File: config.mk
export PLATFORM = sky130hd
export DESIGN_NAME = demux_stream_router_1x4
export DESIGN_NICKNAME = d
export VERILOG_FILES = /design/src/rtl/demux_stream_router_1x4.sv
export SDC_FILE = /design/constraint.sdc
export NUM_CORES = 1
export LEC_CHECK = 0
export BUFFER_PORTS_ARGS = -buffer_cell sky130_fd_sc_hd__buf_2
export CAP_MARGIN = 5
export CORE_MARGIN = 2
export CORE_UTILIZATION = 41
export CTS_BUF_LIST = sky130_fd_sc_hd__clkbuf_8 sky130_fd_sc_hd__clkbuf_16
export CTS_CLUSTER_SIZE = 16
export DETAILED_ROUTE_END_ITERATION = 8
export MAX_ROUTING_LAYER = met4
export PLACE_DENSITY = 0.66
export SLEW_MARGIN = 20
export SYNTH_ARGS = -nofsm -noshare
export SYNTH_HDL_FRONTEND = slang
export SYNTH_SLANG_ARGS = --single-unit
File: constraint.sdc
create_clock -name clk -period 1.93 [get_ports clk]
set_input_delay 0.2895 -clock clk [delete_from_list [all_inputs] [get_ports clk]]
set_output_delay 0.2895 -clock clk [all_outputs]
set_load 0.01 [all_outputs]
File: src/rtl/demux_stream_router_1x4.sv
// demux_stream_router_1x4: registered 1-to-4 valid/ready stream router.
// Define ROUTER_BEAT_COUNT_EN to add the beat_count output.
module demux_stream_router_1x4 #(
  parameter int WIDTH = 8
) (
  input  logic               clk,
  input  logic               rst_n,
  input  logic [WIDTH-1:0]   in_data,
  input  logic [1:0]         in_sel,
  input  logic               in_valid,
  output logic               in_ready,
  input  logic               rr_mode,
  output logic [4*WIDTH-1:0] out_data,
  output logic [3:0]         out_valid,
  input  logic [3:0]         out_ready,
`ifdef ROUTER_BEAT_COUNT_EN
  output logic [15:0]        beat_count,
`endif
  output logic [1:0]         rr_ptr
);

  logic [1:0] tgt;
  logic       accept;
  logic [3:0] load;

  assign tgt      = rr_mode ? rr_ptr : in_sel;
  assign in_ready = !out_valid[tgt] || out_ready[tgt];
  assign accept   = in_valid && in_ready;

  always_comb begin
    load = '0;
    unique case (tgt)
      2'd0: load[0] = accept;
      2'd1: load[1] = accept;
      2'd2: load[2] = accept;
      2'd3: load[3] = accept;
      default: load = '0;
    endcase
  end

  // A load on the same edge as a drain keeps the lane valid.
  always_ff @(posedge clk or negedge rst_n) begin
    if (!rst_n) begin
      out_valid <= '0;
      out_data  <= '0;
    end else begin
      for (int i = 0; i < 4; i++) begin
        if (load[i]) begin
          out_data[i*WIDTH +: WIDTH] <= in_data;
          out_valid[i]               <= 1'b1;
        end else if (out_ready[i]) begin
          out_valid[i] <= 1'b0;
        end
      end
    end
  end

  always_ff @(posedge clk or negedge rst_n) begin
    if (!rst_n) begin
      rr_ptr <= 2'd0;
    end else if (accept && rr_mode) begin
      rr_ptr <= rr_ptr + 2'd1;
    end
  end

`ifdef ROUTER_BEAT_COUNT_EN
  always_ff @(posedge clk or negedge rst_n) begin
    if (!rst_n) begin
      beat_count <= 16'd0;
    end else if (accept) begin
      beat_count <= beat_count + 16'd1;
    end
  end
`endif

endmodule

# Yosys cells after proc, flatten, opt, wreduce, memory -nomap -nowiden
# Index checks and enable logic that the tools add are counted.
[word_totals]
register_bits = 38
in_bits = 18
output_inout_bits = 39
[op_classes]
eq_ne = 3
n_mux = 17
n_lt_le_gt_ge = 1
add_sub_neg = 1
n_reduce_logical = 9
[op_table]
columns = ["operator", "count"]
rows = [
  ["2-to-1 mux 1 bit", 14],
  ["nonzero test 2 bit", 4],
  ["binary-select mux 1 bit (select 2 bit)", 2],
  ["== test 2 bit (second input constant)", 2],
  ["< comparator 2 x 3 -> 1 bit (second input constant)", 1],
  ["adder 2 x 1 -> 2 bit (second input constant)", 1],
  ["== test 2 x 1 -> 1 bit (second input constant)", 1],
  ["logical AND 1 bit", 2],
  ["logical NOT 2 bit", 1],
  ["2-to-1 mux 2 bit", 1],
  ["logical NOT 1 bit", 1],
  ["logical OR 1 bit", 1],
]

# Depth between registers and ports, before layout
[depth]
depth_word = 8
mapped_depth = 5

# Worst setup path before layout
# OpenSTA, ideal clock, no wires.
[synth_timing]
path_kind = "register to output"
start = "register rr_ptr[1]"
end = "output in_ready"
slack_ns = 0.499
stages_incl_launch_ff = 4
t_arrival_ns = 1.142
path_cell_list = "dfrtp_1 -> mux2_4 -> mux2i_1 -> mux2i_1"
[synth_between]
elab_chain_cells = 5
elab_cells_between_ends = 7
classes_between = "mux: 5; reduce/logical: 2"
[synth_lines]
columns = ["item", "line", "text"]
rows = [
  ["from (decl)", "19", "output logic [1:0] rr_ptr"],
  ["from (signal assigned)", "62", "rr_ptr <= rr_ptr + 2'd1;"],
  ["2-to-1 mux 2 bit (*)", "26", "assign tgt = rr_mode ? rr_ptr : in_sel;"],
  ["binary-select mux 1 bit (select 2 bit)", "27", "assign in_ready = !out_valid[tgt] || out_ready[tgt];"],
  ["2-to-1 mux 1 bit (implied by the code)", "27", ""],
  ["logical NOT 1 bit", "27", ""],
  ["logical OR 1 bit (*)", "27", ""],
  ["to (decl)", "11", "output logic in_ready,"],
]
# Mark *: on every way between the ends. The rest lies on a longest branch, timed or not. The select of a mux whose other input is x is not followed.

# Worst setup path after layout
# Same ends and word-level chain as after synthesis.

==> results.toml <==
[critical_path]
crit_arrival_ns = 1.53
r2r_slack_ns = 0.37
crit_path_end = "in_ready"
rr_worst_depth = 4
timing.setup.critical_path_class = "flop to output pin"
end_kind = "output pin"
worstReg2RegEnd = "out_data[5]"
path_max_fanout = 6
r2r_start = "rr_ptr[1]"
critPathLaunchType = "flop"
crit_path_start = "rr_ptr[1]"
crit_required_ns = 1.64

[timing]
clock.fmax_mhz = 549
hold_violations = 0
worstMarginPinSlew_ns = 0.792
setup_slack_ns = 0.109
rsz0062_at_grt = "no"
slew-limit-headroom_pct = 47.2
setup_tns_ns = 0
fin_crit_sh_pct = 94.3
drv_slew = 0
finalCriticalPeriod_ns = 1.82
setup_violations = 0
clock_skew_ns = 0.00321

[global_routing]
antenna_found_initial = 0
grt_max_degree = 39
grt_pass1_vias = 1129
globalRouteOverflowTotal = 0
grt_pass1_wl_microns = 5460
grt_usage_pct = 17.9

[synthesis]
synthTopCellsByCount = "dfrtp_1, mux2_2, nand2_1"
syn_area_per_cell_sq_um = 16.0
ys_warn_count = 0
synth_fp_nets = 119
synth_top_area_share_pct = 58.7
synth_flop_cell = "dfrtp_1"
yosys.area.top_type = "dfrtp_1"
synth_seq_cells = 38
synth_edf_count = 0
ys_types = 18
synth_most_common_cell = "dfrtp_1"
synth_area_leaders = "dfrtp_1, mux2_2, nand4_4"
async_reset_ff_share_pct = 100
seq_area_frac_synth_pct = 58.7
syn_area_sq_mm = 0.00162
syn_inst = 101

[floorplan]
core_area_sq_mm = 0.00372
fp-row-count = 22
die-area_sq_mm = 0.00447
io_pins = 57
fp.dieH_microns = 66.8
start_util_pct = 43.6
die_w_microns = 66.8

[routing]
wl_microns = 3280
postRouteAntennaNets = 0
via_count = 1066
wl_per_cell_microns = 15.4
detail_route.vias_per_cell = 5.00
drt_iter0_drc = 26
drc = 0
dr.pass1.iters = 2

[clock_network]
post_cts_resize_count = 0
clk_latency_ns = 0.28
cts_root_buf = "clkbuf_8"
cts_tree = "built"
cts_buffers = 5
htreeDepth = 2
cts.sinks = 38
clk_path_buf_depth = 2
clk_pin_slew_ns = 0.07

[cells_and_area]
nFillCells = 330
syn2layout_area_growth_pct = 26.4
drive_above_1_share_pct = 61.8
fin_area_sq_mm = 0.00205
fin_nets = 182
diodes = 0

[run]
maxCapViolations = 0

[placed_design]
port_buffers = 56
dp_hpwl_microns = 2460
place_area_sq_mm = 0.00194
dp_slack_ns = 0.229
gp_congestion = 0.797

[power_and_ir_drop]
p_leak_nw = 0.998
power_density_mw_per_mm2 = 1540
ir_worst_vdd_v = 0.000921

[hold_path]
hold_path.class = "input pin to async pin"

[status]
outcome = "complete, no violations"
what timing repair did:
action,CTS,global route
buffers inserted,0,2
hold buffers,0,0
setup endpoints to repair,0,1
worst min path at each step:
stage,from,end,slack [ns],cells past startpoint
floorplan,rst_n,out_data[0],-0.006,0
global placement,rst_n,out_data[7],0.42,1
detailed placement,rst_n,out_data[7],0.43,1
CTS,rst_n,out_data[20],0.12,1
global route,rst_n,out_data[20],0.15,1
finish,rst_n,out_data[20],0.09,1
power breakdown:
part	switching, W	internal [W]	total [W]
logic	0.000587	0.000637	0.00122
clock network	0.000251	0.000282	0.000533
registers	0.000212	0.00118	0.00139
layout make-up:
| cell class | count | area [sq um] | area share (%) |
|---|---|---|---|
| clock buffer | 6 | 82.6 | 4.03 |
| clock inverter | 2 | 8.76 | 0.428 |
| multi-input combinational | 61 | 649 | 31.7 |
| sequential | 38 | 951 | 46.5 |
| tap | 48 | 60.1 | 2.93 |
| timing repair buffer | 58 | 295 | 14.4 |
critical path: stages, from the launching register on:
cell and delay [ns]:
dfrtp_1 0.46, mux2_4 0.34, mux2i_1 0.21, mux2i_1 0.10, buf_2 0.14
logic make-up after synthesis:
logic type	after synthesis	synth area share, %
multiplexers	39	29.2
AND/OR/NAND/NOR	17	9.20
buffers and inverters	2	1.16
flip-flops	38	58.7
AO/OA/AOI/OAI	5	1.70
state kept, by name, summed over array words and instances (netlist names):
signal / flops
out_data: 32
out_valid: 4
rr_ptr: 2
stage by stage:
| stage | utilization, % | hold WS, ns | total power (W) | cells |
|---|---|---|---|---|
| after global routing | 55.1 | 0.149 | 0.00338 | 213 |
| after CTS | 54.7 | 0.115 | 0.00318 | 211 |
| after floorplan | - | -0.00609 | 0.00209 | 101 |
| final | 55.1 | 0.0864 | 0.00314 | 213 |
| after detailed placement | 52.2 | 0.428 | 0.00263 | 203 |
| after global placement | 52.2 | 0.417 | 0.00258 | 203 |
routing by layer:
metal	global-route usage [%]	routed length (microns)	vias up
met1	19.9	1330	537
met2	29.5	1680	35
met3	5.57	207	5
met5	-	0	-
li1	-	-	489
met4	8.16	61	0
cells in the final DEF, fill, tap and decap left out, types with 2 or more instances in the layout:
cell type | synthesis | final
clkbuf_8 | 0 | 6
mux2i_1 | 3 | 3
buf_4 | 1 | 2
nand4_4 | 4 | 4
mux2_1 | 3 | 3
o21ai_0 | 3 | 3
mux2_4 | 4 | 4
nand2b_1 | 4 | 4
dfrtp_1 | 38 | 38
buf_2 | 0 | 56
mux2_2 | 27 | 27
mux2i_4 | 2 | 2
nand2_1 | 5 | 5
Power figures use the tool's default switching activity.
